===== config.mk =====
export PLATFORM = sky130hd
export DESIGN_NAME = pkt_fifo_flat
export DESIGN_NICKNAME = d
export VERILOG_FILES = /design/src/rtl/pkt_fifo_if.sv /design/src/rtl/pkt_fifo.sv /design/src/flat_wrapper.sv
export SDC_FILE = /design/constraint.sdc
export NUM_CORES = 1
export LEC_CHECK = 0
export CORE_MARGIN = 4
export CORE_UTILIZATION = 56
export DETAILED_ROUTE_END_ITERATION = 8
export PLACE_DENSITY = 0.77
export SLEW_MARGIN = 20
export SYNTH_ARGS = -nofsm -noshare
export SYNTH_HDL_FRONTEND = slang
export SYNTH_SLANG_ARGS = --single-unit

===== constraint.sdc =====
create_clock -name clk -period 5.4 [get_ports clk]
set_input_delay 1.35 -clock clk [delete_from_list [all_inputs] [get_ports clk]]
set_output_delay 1.35 -clock clk [all_outputs]
set_load 0.1 [all_outputs]

===== src/rtl/pkt_fifo_if.sv =====
// Writer/reader handshake bundle for pkt_fifo.
// The master modport drives the flit writer inputs and rd_next; the slave modport is the FIFO.
interface pkt_fifo_if #(
    parameter int DATA_W = 32,
    parameter int CNT_W  = 3
);
    logic              wr_valid;
    logic [DATA_W-1:0] wr_data;
    logic              wr_last;
    logic              wr_abort;
    logic              wr_ack;
    logic              wr_drop;
    logic [CNT_W-1:0]  capacity;
    logic              rd_valid;
    logic [DATA_W-1:0] rd_data;
    logic              rd_last;
    logic              rd_next;
    logic [CNT_W-1:0]  pkt_count;

    modport master (
        output wr_valid, wr_data, wr_last, wr_abort, rd_next,
        input  wr_ack, wr_drop, capacity, rd_valid, rd_data, rd_last, pkt_count
    );

    modport slave (
        input  wr_valid, wr_data, wr_last, wr_abort, rd_next,
        output wr_ack, wr_drop, capacity, rd_valid, rd_data, rd_last, pkt_count
    );
endinterface


===== src/rtl/pkt_fifo.sv =====
// Packet FIFO: flits become readable only after their whole packet commits.
// Optional PKT_FIFO_SEQ_CHECK_EN enables the per-flit sequence bit check on wr_data[0].
//
// state   | meaning
// IDLE    | no packet open
// OPEN    | packet partially written, not yet visible to the reader
// DISCARD | packet was dropped; ignore flits until its last flit or an abort
module pkt_fifo #(
    parameter int DATA_W = 32,
    parameter int DEPTH  = 5,
    parameter int CNT_W  = $clog2(DEPTH + 1)
) (
    input logic       clk,
    input logic       rst,
    pkt_fifo_if.slave bus
);
    localparam int               PTR_W    = (DEPTH > 1) ? $clog2(DEPTH) : 1;
    localparam logic [CNT_W-1:0] DEPTH_C  = CNT_W'(DEPTH);
    localparam logic [PTR_W-1:0] LAST_IDX = PTR_W'(DEPTH - 1);

    typedef enum logic [1:0] {
        IDLE    = 2'd0,
        OPEN    = 2'd1,
        DISCARD = 2'd2
    } state_t;

    state_t           state_q, state_d;
    logic [PTR_W-1:0] rd_ptr_q, rd_ptr_d;
    logic [PTR_W-1:0] commit_ptr_q, commit_ptr_d;
    logic [PTR_W-1:0] wr_ptr_q, wr_ptr_d;
    logic [CNT_W-1:0] com_cnt_q, com_cnt_d;
    logic [CNT_W-1:0] tent_cnt_q, tent_cnt_d;
    logic [CNT_W-1:0] pkt_cnt_q, pkt_cnt_d;
    logic             ack_q, ack_d;
    logic             drop_q, drop_d;
    logic [DATA_W:0]  mem [DEPTH];

    logic push, commit, rollback, pop, pop_last, full, seq_ok;

    function automatic logic [PTR_W-1:0] ptr_inc(input logic [PTR_W-1:0] p);
        return (p == LAST_IDX) ? '0 : p + PTR_W'(1);
    endfunction

    // Full is judged on the tentative count before any same-cycle pop.
    assign full     = (tent_cnt_q == DEPTH_C);
    assign pop      = bus.rd_next && (com_cnt_q != '0);
    assign pop_last = pop && mem[rd_ptr_q][DATA_W];

`ifdef PKT_FIFO_SEQ_CHECK_EN
    logic seq_q, seq_d;

    assign seq_ok = (bus.wr_data[0] == ((state_q == OPEN) ? seq_q : 1'b0));

    always_comb begin
        seq_d = seq_q;
        if (push) begin
            seq_d = ~bus.wr_data[0];
        end
    end

    always_ff @(posedge clk) begin
        if (rst) begin
            seq_q <= 1'b0;
        end else begin
            seq_q <= seq_d;
        end
    end
`else
    assign seq_ok = 1'b1;
`endif

    always_comb begin
        state_d  = state_q;
        push     = 1'b0;
        commit   = 1'b0;
        rollback = 1'b0;
        ack_d    = 1'b0;
        drop_d   = 1'b0;
        case (state_q)
            IDLE, OPEN: begin
                if ((state_q == OPEN) && bus.wr_abort) begin
                    rollback = 1'b1;
                    drop_d   = 1'b1;
                    state_d  = IDLE;
                end else if (bus.wr_valid) begin
                    if (full || !seq_ok) begin
                        rollback = 1'b1;
                        drop_d   = 1'b1;
                        state_d  = bus.wr_last ? IDLE : DISCARD;
                    end else begin
                        push = 1'b1;
                        if (bus.wr_last) begin
                            commit  = 1'b1;
                            ack_d   = 1'b1;
                            state_d = IDLE;
                        end else begin
                            state_d = OPEN;
                        end
                    end
                end
            end
            DISCARD: begin
                if (bus.wr_abort || (bus.wr_valid && bus.wr_last)) begin
                    state_d = IDLE;
                end
            end
            default: state_d = IDLE;
        endcase
    end

    always_comb begin
        wr_ptr_d = wr_ptr_q;
        if (rollback) begin
            wr_ptr_d = commit_ptr_q;
        end else if (push) begin
            wr_ptr_d = ptr_inc(wr_ptr_q);
        end
        commit_ptr_d = commit ? ptr_inc(wr_ptr_q) : commit_ptr_q;
        rd_ptr_d     = pop ? ptr_inc(rd_ptr_q) : rd_ptr_q;

        // On commit every tentative flit plus the one arriving now becomes committed.
        com_cnt_d = com_cnt_q;
        if (commit) begin
            com_cnt_d = tent_cnt_q + CNT_W'(1);
        end
        if (pop) begin
            com_cnt_d = com_cnt_d - CNT_W'(1);
        end

        tent_cnt_d = tent_cnt_q;
        if (rollback) begin
            tent_cnt_d = com_cnt_q;
        end else if (push) begin
            tent_cnt_d = tent_cnt_q + CNT_W'(1);
        end
        if (pop) begin
            tent_cnt_d = tent_cnt_d - CNT_W'(1);
        end

        pkt_cnt_d = pkt_cnt_q;
        if (commit && !pop_last) begin
            pkt_cnt_d = pkt_cnt_q + CNT_W'(1);
        end else if (!commit && pop_last) begin
            pkt_cnt_d = pkt_cnt_q - CNT_W'(1);
        end
    end

    always_ff @(posedge clk) begin
        if (rst) begin
            state_q      <= IDLE;
            rd_ptr_q     <= '0;
            commit_ptr_q <= '0;
            wr_ptr_q     <= '0;
            com_cnt_q    <= '0;
            tent_cnt_q   <= '0;
            pkt_cnt_q    <= '0;
            ack_q        <= 1'b0;
            drop_q       <= 1'b0;
        end else begin
            state_q      <= state_d;
            rd_ptr_q     <= rd_ptr_d;
            commit_ptr_q <= commit_ptr_d;
            wr_ptr_q     <= wr_ptr_d;
            com_cnt_q    <= com_cnt_d;
            tent_cnt_q   <= tent_cnt_d;
            pkt_cnt_q    <= pkt_cnt_d;
            ack_q        <= ack_d;
            drop_q       <= drop_d;
        end
    end

    always_ff @(posedge clk) begin
        if (push) begin
            mem[wr_ptr_q] <= {bus.wr_last, bus.wr_data};
        end
    end

    assign bus.wr_ack    = ack_q;
    assign bus.wr_drop   = drop_q;
    assign bus.capacity  = DEPTH_C - tent_cnt_q;
    assign bus.rd_valid  = (com_cnt_q != '0);
    assign bus.rd_data   = mem[rd_ptr_q][DATA_W-1:0];
    assign bus.rd_last   = mem[rd_ptr_q][DATA_W];
    assign bus.pkt_count = pkt_cnt_q;
endmodule


===== src/flat_wrapper.sv =====
// flat-port wrapper written by rule: the top's interface ports become plain ports
module pkt_fifo_flat 
#(
    parameter int DATA_W = 32,
    parameter int DEPTH  = 5,
    parameter int CNT_W  = $clog2(DEPTH + 1)
)
  (clk, rst, bus_wr_valid, bus_wr_data, bus_wr_last, bus_wr_abort, bus_rd_next, bus_wr_ack, bus_wr_drop, bus_capacity, bus_rd_valid, bus_rd_data, bus_rd_last, bus_pkt_count);
  pkt_fifo_if #(.DATA_W(DATA_W), .CNT_W(CNT_W)) bus_i ();
  input logic clk;
  input logic rst;
  input wire logic [$bits(bus_i.wr_valid)-1:0] bus_wr_valid;
  input wire logic [$bits(bus_i.wr_data)-1:0] bus_wr_data;
  input wire logic [$bits(bus_i.wr_last)-1:0] bus_wr_last;
  input wire logic [$bits(bus_i.wr_abort)-1:0] bus_wr_abort;
  input wire logic [$bits(bus_i.rd_next)-1:0] bus_rd_next;
  output wire logic [$bits(bus_i.wr_ack)-1:0] bus_wr_ack;
  output wire logic [$bits(bus_i.wr_drop)-1:0] bus_wr_drop;
  output wire logic [$bits(bus_i.capacity)-1:0] bus_capacity;
  output wire logic [$bits(bus_i.rd_valid)-1:0] bus_rd_valid;
  output wire logic [$bits(bus_i.rd_data)-1:0] bus_rd_data;
  output wire logic [$bits(bus_i.rd_last)-1:0] bus_rd_last;
  output wire logic [$bits(bus_i.pkt_count)-1:0] bus_pkt_count;
  assign bus_i.wr_valid = bus_wr_valid;
  assign bus_i.wr_data = bus_wr_data;
  assign bus_i.wr_last = bus_wr_last;
  assign bus_i.wr_abort = bus_wr_abort;
  assign bus_i.rd_next = bus_rd_next;
  assign bus_wr_ack = bus_i.wr_ack;
  assign bus_wr_drop = bus_i.wr_drop;
  assign bus_capacity = bus_i.capacity;
  assign bus_rd_valid = bus_i.rd_valid;
  assign bus_rd_data = bus_i.rd_data;
  assign bus_rd_last = bus_i.rd_last;
  assign bus_pkt_count = bus_i.pkt_count;
  pkt_fifo #(.DATA_W(DATA_W), .DEPTH(DEPTH), .CNT_W(CNT_W)) u_core (.clk(clk), .rst(rst), .bus(bus_i));
endmodule

==> summary.md, run 1 <==
| Metric | Value |
|---|---|
| Status | `finished, final reports clean` |
| Placer Congestion | `0.781` |
| Top-area cell type share of the netlist area | `0.660` |
| Die H | `about 120 um` |
| Die area | `0.0153 mm2` |
| Critical Path AT | `3070 ps` |
| Post-synth top cells | `edfxtp_1, mux2_2, mux4_2` |
| Nets | `537` |
| Synth cell types | `between 40 and 50` |
| Hold_buf cts | `0` |
| CTS tree | `built` |
| Max-cap violations | `0` |
| Worst hold start | `u_core.commit_ptr_q[0]` |
| Post-Synthesis Cells | `about 400` |
| Total track usage | `0.189` |
| Pwr per Cell Area | `around 540 mW/mm2` |
| Max-slew violations | `0` |
| CP endpoint kind | `output port` |
| Slew headroom | `0.341` |
| Crit path time final | `around 4400 ps` |
| Primary FF master, synth | `edfxtp_1` |
| Fin crit share | `0.818` |
| Clock Pin Slew Worst Setup and Hold Paths | `roughly 60 ps` |
| Ratio of cells with drive above 1 in the final layout | `0.214` |
| Number of synthesized flops with an enable pin | `approximately 170` |
| Post-Syn Nets | `approximately 450` |
| Area of the mapped netlist | `around 0.0075 mm2` |
| Maximum clock insertion buffer count | `2` |
| Req. time, crit path | `4050 ps` |
| DRT iter0 DRCs | `approximately 310` |
| Count leader, synth | `edfxtp_1` |
| Number of post-CTS setup repair buffers | `0` |
| First drt pass iteration count | `5` |
| Crit path kind | `reg -> out` |
| Lkg Pwr | `2.94 nW` |
| Synth-to-Final Area Change | `20.2%` |
| Final hold viol count | `0` |
| CP peak stage delay | `slightly below 1000 ps` |
| Synth top area cells | `edfxtp_1, mux4_2, dfxtp_1, mux2_2, ha_1` |
| Total CTS buffers | `17` |
| Setup Viol. Count Final | `0` |
| Clk sinks | `190` |
| Slowest cell on crit path | `clkdlybuf4s50_1` |
| Width of the die | `124 um` |
| Routed Antenna Nets | `0` |
| Min-Delay Path Class | `reg -> reg` |
| N_diodes | `0` |
| RSZ-0062 raised after global routing | `false` |
| Startpoint class of the critical path | `register` |
| Wirelength per Cell | `around 20 um` |
| First-pass GRT wire length | `about 22000 um` |
| I/O pin cnt | `80` |
| FFs w/ async S/R, synth | `0` |
| Total congestion overflow | `0` |
| Crit Path Max Fanout | `33` |
| Mean post-synth cell area | `approximately 19 um2` |
| Register bit total from synthesis | `190` |
| # fillers | `869` |
| Average vias per placed instance | `5.83` |
| Clock Latency Late Sink | `a little over 400 ps` |
| Port Buffers | `between 70 and 80` |
| Final WS setup | `between 900 and 1000 ps` |
| Least-Margin Pin Slew | `~990 ps` |
| Yosys top cell by area | `edfxtp_1` |
| Starting Density | `0.569` |
| Setup Skew | `between 5 and 6 ps` |
| Post-cts resize count | `0` |
| Initial antenna violation count | `0` |
| Largest net degree at the start of global routing | `34` |
| H-Tree Depth | `4` |
| F_max | `226 MHz` |
| Cell row count | `42` |
| Vias | `3940` |
| Pre-CTS setup slack | `approximately 1400 ps` |
| Core Region | `~0.013 mm2` |
| Max VDD drop | `about 0.48 mV` |
| Final setup TNS | `0 ps` |
| Clock Tree Root | `clkbuf_16` |
| Post-DP HPWL | `a little over 8000 um` |
| Worst path cell trace | `mux4_2 -> mux2_2 -> clkdlybuf4s50_1` |
| Warnings from Yosys | `0` |
| Vias in the first global route | `roughly 4.1k` |
| Drt drc | `0` |
| Sequential element share of the synthesized area | `0.726` |
| Routed WL | `~13000 um` |
==> final timing paths <==
check / cells past startpoint / slack (ps) / end
hold reg to reg: 2 / 460 / u_core.commit_ptr_q[0]
setup reg to reg: 9 / 2340 / u_core.bus.pkt_count[2]
hold / removal: 2 / 460 / u_core.commit_ptr_q[0]
setup / recovery: 3 / 980 / bus_rd_data[30]
==> cell type report <==
type / instances / area (um2) / share of cell area
Clock inverter: 9 / 72.6 / 0.00804
Timing Repair Buffer: 84 / 841 / 0.0932
Multi-Input combinational cell: 187 / 1950 / 0.216
Sequential cell: 190 / 5460 / 0.605
Tap cell: 176 / 220 / 0.0244
Clock buffer: 21 / 440 / 0.0488
Inverter: 9 / 38.8 / 0.00430
==> state kept, by name (all words and copies together) (netlist names), named ones only <==
| signal | flops |
|---|---|
| u_core.commit_ptr_q | 3 |
| u_core.state_q | 2 |
| u_core.rd_ptr_q | 3 |
| u_core.tent_cnt_q | 3 |
| u_core.bus.wr_ack | 1 |
| u_core.wr_ptr_q | 3 |
| u_core.com_cnt_q | 3 |
| u_core.bus.wr_drop | 1 |
| u_core.bus.pkt_count | 3 |
| u_core.mem | 165 |
==> report_power, final <==
part           leakage [nW]  internal, mW  switching [mW]
combinational         0.980         0.585            1.33
sequential             1.71          1.73          0.0968
clock                 0.249         0.623           0.471
total                  2.94          2.94            1.89
==> kinds of logic after synthesis <==
kind of cell | synth area share
fa+ha+maj | 0.0177
mux | 0.161
buf+inv | 0.0167
simple gates | 0.0407
xor+xnor | 0.00350
flops | 0.726
compound gates | 0.0342
==> worst max-delay path, delay by kind of cell (launching register included) <==
| kind | cells | cell delay (ps) |
|---|---|---|
| muxes | 2 | 710 |
| buffers and inverters | 1 | 980 |
| DFF | 1 | 950 |
==> placed cells by master, fill, tap and decap left out, types with 4 or more instances in the layout <==
master / n
edfxtp_1: 165
clkdlybuf4s50_1: 79
mux4_2: 33
mux2_2: 33
dfxtp_1: 22
clkbuf_16: 17
nand2_1: 15
a21oi_1: 14
nor2_1: 13
ha_1: 9
inv_1: 8
o21ai_0: 6
nand3_1: 6
nor3_1: 6
mux2i_1: 6
nand2b_1: 5
clkbuf_1: 4
buf_4: 4
==> stage by stage <==
stage	cell area [um2]	std cells	hold slack, ps	utilization	power, mW
6_report	9020	676	463	0.684	4.83
5_1_grt	9020	676	473	0.684	5.03
4_1_cts	9020	676	463	0.684	4.87
3_5_place_dp	8510	646	454	0.645	3.77
3_3_place_gp	8510	646	443	0.645	3.75
2_1_floorplan	7510	404	437	-	3.36
==> metal layers <==
metal,part of all wire,GRT usage,vias up
met4,0.013,0.0685,0
li1,-,-,1775
met5,0,0,-
met1,0.43,0.264,2027
met2,0.50,0.298,123
met3,0.054,0.0409,15
(Power assumes the default switching activity.)
==> run 2, diff against run 1 <==
==> constraint.sdc (replaced) <==
create_clock -name clk -period 4.55 [get_ports clk]
set_input_delay 1.1375 -clock clk [delete_from_list [all_inputs] [get_ports clk]]
set_output_delay 1.1375 -clock clk [all_outputs]
set_load 0.1 [all_outputs]
==> run 2 against run 1 <==
Sequential power is 20% higher. Clock power is 24% higher. Worst hold slack better by 20 ps. Final area is 0.62% lower. Clock skew is 0.64 ps higher. Register-to-register slack worse by 890 ps. Clock-buffer cell count is 3 lower. Non-clock buffer count is 1 higher. Via count is 2.4% lower. Global-route usage is 0.58 points lower. Wire length is 1.8% lower. Critical path depth is 1 higher. Critical path type unchanged.
==> summary.md, run 2 (synthesized netlist as in run 1, its figures left out) <==
| Metric | Value |
|---|---|
| Status | `finished, final reports clean` |
| Clk sinks | `190 (unchanged)` |
| Wirelength per Cell | `19.4 um (-1.8%)` |
| Die H | `124 um (unchanged)` |
| Largest register by flop count | `u_core.mem` |
| Lkg Pwr | `2.98 nW (+1.5%)` |
| Placed cells | `647 (+0.15%)` |
| Vias in the first global route | `3936 (-3.6%)` |
| # fillers | `859 (-1.2%)` |
| CP Buf/Inv Count | `2 (+1)` |
| Max-cap violations | `0 (unchanged)` |
| Post-cts resize count | `0 (unchanged)` |
| Critical Path AT | `2610 ps (-460 ps)` |
| Setup Skew | `5.93 ps (+0.643 ps)` |
| First drt pass iteration count | `4 (-1)` |
| Width of the die | `124 um (unchanged)` |
| Commonest non-fill, non-tap cell in the layout | `edfxtp_1` |
| I/O pin cnt | `80 (unchanged)` |
| CP delay by family, top | `flip-flops` |
| Routed WL | `13100 um (-1.8%)` |
| Slowest cell on crit path | `dfxtp_2` |
| Initial antenna violation count | `0 (unchanged)` |
| Hold_buf cts | `0 (unchanged)` |
| RSZ-0062 raised after global routing | `false` |
| Total congestion overflow | `0 (unchanged)` |
| F_max | `~270 MHz` |
| Final setup TNS | `0 ps (unchanged)` |
| Clock Latency Late Sink | `410 ps (about the same)` |
| Fin crit share | `0.824` |
| Least-Margin Pin Slew | `969 ps (-16.0 ps)` |
| Fin Hold WS | `483 ps (+20.3 ps)` |
| Fin cells | `676 (unchanged)` |
| Largest net degree at the start of global routing | `34 (unchanged)` |
| M2 GR Usage | `0.310 (+0.0125)` |
| Crit path time final | `~3800 ps` |
| Most Crowded Layer GR | `met2` |
| Clock Pin Slew Worst Setup and Hold Paths | `60 ps (about the same)` |
| Multi-input gate area | `0.00195 mm2 (unchanged)` |
| Max VDD drop | `0.674 mV (+41%)` |
| Average vias per placed instance | `5.69 (-2.4%)` |
| Setup Viol. Count Final | `0 (unchanged)` |
| Crit Path Max Fanout | `21 (-36%)` |
| Pwr per Cell Area | `640 mW/mm2 (+20%)` |
| Max-slew violations | `0 (unchanged)` |
| Clock Tree Root | `clkbuf_16` |
| Req. time, crit path | `3410 ps (-640 ps)` |
| Cell row count | `42 (unchanged)` |
| Core Region | `0.0132 mm2 (unchanged)` |
| Post-DP HPWL | `8120 um (-0.21%)` |
| Number of post-CTS setup repair buffers | `0 (unchanged)` |
| Ratio of cells with drive above 1 in the final layout | `0.284 (+0.0700)` |
| Startpoint class of the critical path | `register` |
| Max FFs per register | `165 (unchanged)` |
| Drt drc | `0 (unchanged)` |
| DRT iter0 DRCs | `372 (+18%)` |
| N_diodes | `0 (unchanged)` |
| Vias | `3844 (-2.4%)` |
| Worst path cell trace | `buf_4 -> mux4_2 -> mux2_2 -> buf_4` |
| Crit path kind | `reg -> out` |
| Final hold viol count | `0 (unchanged)` |
| M3 GR Usage | `0.0518 (+0.0109)` |
| FF+latch area | `0.00546 mm2 (unchanged)` |
| CP peak stage delay | `810 ps (-170 ps)` |
| First-pass GRT wire length | `20600 um (-4.4%)` |
| Most used cell, CP | `buf_4` |
| Placer Congestion | `0.869 (+11%)` |
| Nets | `538 (+0.19%)` |
| Total track usage | `0.183 (-0.00578)` |
| Routed Antenna Nets | `0 (unchanged)` |
| Port Buffers | `79 (unchanged)` |
| Die area | `0.0153 mm2 (unchanged)` |
| Slew headroom | `0.352 (+0.0107)` |
| CTS tree | `built` |
| CP endpoint kind | `output port` |
| Total CTS buffers | `17 (unchanged)` |
| Most frequent cells in the layout | `edfxtp_1, clkdlybuf4s50_1, buf_4` |
| Synth-to-Final Area Change | `19.4%` |
| Maximum clock insertion buffer count | `2 (unchanged)` |
| Min-Delay Path Class | `reg -> reg` |
| H-Tree Depth | `4 (unchanged)` |
| GR Util met1 | `0.235 (-0.0288)` |
| Starting Density | `0.569 (unchanged)` |
==> run 2: cell types whose count changed in the layout (fill, tap and decap cells not counted) <==
cell,before,now
buf_4,4,38
clkdlybuf4s50_1,79,46
clkbuf_1,4,1
bufinv_16,1,2
clkinv_1,3,4
clkinv_4,1,0
clkinvlp_2,0,1
==> run 2: final cells by class <==
type,instances,area share
clock buffers,18,0.0479
clock inverters,11,0.0114
inverters,9,0.00433
multi-input cells,187,0.218
flip-flops and latches,190,0.609
well taps,176,0.0246
repair buffers,85,0.0854
==> run 2: worst paths after layout <==
kind	depth (start not counted)	endpoint	slack [ps]	startpoint
hold reg to reg	2	u_core.commit_ptr_q[0]	480	u_core.commit_ptr_q[0]
hold / removal	2	u_core.commit_ptr_q[0]	480	u_core.commit_ptr_q[0]
setup / recovery	4	bus_rd_data[2]	800	register
setup reg to reg	9	u_core.bus.pkt_count[2]	1450	register
==> run 2: metal layers <==
metal | share of wire | vias to the layer above
li1 | - | 1774
met1 | 0.41 | 1940
met2 | 0.53 | 120
met3 | 0.055 | 10
met4 | 0.0064 | 0
met5 | 0 | -
==> run 2: through the flow <==
| stage | setup WS (ps) | total power [mW] | utilization | instance area, um2 |
|---|---|---|---|---|
| 2_1_floorplan | 362 | 3.98 | - | 7510 |
| 3_3_place_gp | 914 | 4.41 | 0.640 | 8440 |
| 3_5_place_dp | 819 | 4.44 | 0.640 | 8440 |
| 4_1_cts | 693 | 5.79 | 0.680 | 8970 |
| 5_1_grt | 559 | 5.99 | 0.680 | 8970 |
| 6_report | 800 | 5.74 | 0.680 | 8970 |
==> run 2: worst min-delay path, cell delays in order (launching register included) <==
cell	delay [ps]
dfxtp_1	320
nand2_1	60
a21oi_1	60
==> run 2: power breakdown <==
part	switching, mW	leakage (nW)	internal [mW]
clock network	0.562	0.257	0.786
logic	1.54	1.02	0.650
registers	0.144	1.71	2.05
total	2.25	2.98	3.49
==> RTL edit, RTL diff (config.mk and constraints of run 1) <==
Add a define of `PKT_FIFO_SEQ_CHECK_EN`.
--- a/src/rtl/pkt_fifo.sv
+++ b/src/rtl/pkt_fifo.sv
@@ -7,2 +7,4 @@
 // DISCARD | packet was dropped; ignore flits until its last flit or an abort
+`define PKT_FIFO_SEQ_CHECK_EN
+
 module pkt_fifo #(
Formal check against the unedited RTL: not equivalent (a bounded check fails within 4 cycles, from zero or initial values and one cycle with rst high).
==> RTL edit against run 1 <==
  * Area after synthesis is 1.6% higher
  * Clock skew increased by 0.0019 ns
  * Hold slack gained 0.027 ns
  * Cell area rose by 2.6%
  * Worst setup slack worse by 0.028 ns
  * Die area is 1.5% higher
  * Total power fell by 9.3%
  * Sequential cell count rose by 1
  * Routed wire length increased by 8.2%
  * Non-clock buffer count unchanged
  * Combinational power fell by 31%
==> RTL edit: results (changes against run 1) <==
- Status: complete, no violations
- Synth top cells by count: edfxtp_1 (165), mux2_2 (33), mux4_2 (33)
- Worst path arrival time: 3.10 ns (+0.03 ns)
- Initial antenna violation count: 1 (+1)
- DP HPWL: 8.61 mm (+5.8%)
- Seq/Total Area, Yosys: 71.7% (-0.92 points)
- DR top layer: met4
- Synth unique cells: 52 (+27%)
- Maximum VDD drop: 377 uV (-21%)
- Async SR Flop Fraction: 0% (unchanged)
- Metal2 WL: 7.40 mm (+11%)
- H-tree depth: 4 (unchanged)
- DRT iter0 DRCs: 305 (-2.9%)
- Syn Area/Cell: 18.1 um^2 (-2.7%)
- CP max FO: 33 (unchanged)
- Met1 wire length: 5.91 mm (+2.1%)
- Final worst-path cycle share: 82.4% (+0.52 points)
- CP endpoint: bus_rd_data[3]
- Global routing usage on met3: 4.33% (+0.24 points)
- GP Congestion: 0.911 (+17%)
- Hold Slack: 0.490 ns (+0.0272 ns)
- Top cells by area, synth: edfxtp_1 (65%), mux4_2 (9.7%), dfxtp_1 (6.8%)
- Met2 usage: 32.1% (+2.4 points)
- DP Cell Count: 663 (+2.6%)
- First-pass GRT wire length: 23.2 mm (+7.9%)
- Ys flop type: edfxtp_1
- Final Non-Filler Cells: 696 (+3.0%)
- WHS Path Cells: 2 (unchanged)
- Final nets: 554 (+3.2%)
- WL met3: 684 um (-4.2%)
- DP Area: 8630 um^2 (+1.4%)
- DP Worst Slack: 1.26 ns (-0.127 ns)
- Flop2flop setup slack: 2.28 ns (-0.06 ns)
- Leakage power: 3.02 nW (+2.5%)
- Vias/cell: 5.87 (+0.68%)
- Vias in the first global route: 4383 (+7.3%)
- Clock-pin slew on the worst setup and hold paths: 0.06 ns (about the same)
- Met1 Use GR: 24.2% (-2.2 points)
- Family with the most delay on the worst path: flip-flops
- Share of layout cells above drive strength 1: 22.2% (+0.76 points)
- WS Path Type: reg2out
- Drt drc: 0 (unchanged)
- Crit path max-delay cell type: dfxtp_2
- YS warnings: 0 (unchanged)
- Worst rel slew slack: 32.8% (-1.4 points)
- CTS Root Cell: clkbuf_16
- Post-Syn Nets: 470 (+4.0%)
- CTS resizes: 0 (unchanged)
- Wire length per cell: 20.7 um (+5.1%)
- Total GRT Usage: 19.5% (+0.60 points)
- Worst Skew: 0.00715 ns (+0.00186 ns)
- Origin of the worst min-delay path: u_core.rd_ptr_q[1]
[RTL edit: changes by cell type in the layout (fill, tap and decap cells not counted), moves of 4 or more]
cell / delta
and2_1: +5
nand2_1: +5
bufinv_16: +4
mux2i_1: -4
nor2_1: +4
nor4_2: +4
[RTL edit: kinds of logic (layout without fill, tap and decap cells)]
kind of cell	after synthesis	count (layout)	share of synthesized area [%]
xor+xnor	3	3	0.344
buf+inv	30	127	1.84
flops	191	191	71.7
fa+ha+maj	10	10	1.74
mux	69	69	15.0
compound gates	47	47	4.59
other cells	0	1	0
simple gates	72	72	4.75
[RTL edit: layout make-up]
class | count | area, um^2
sequential | 191 | 5480
fill | 824 | 4040
multi-input combinational | 201 | 2040
timing repair buffer | 84 | 841
clock buffer | 18 | 429
tap | 176 | 220
clock inverter | 14 | 196
inverter | 11 | 42.5
antenna | 1 | 2.50
[RTL edit: power by group]
part           switching [mW]  leakage [nW]  internal [mW]
Combinational           0.912          1.01          0.413
Clock                   0.494         0.302          0.812
Sequential             0.0725          1.71           1.68
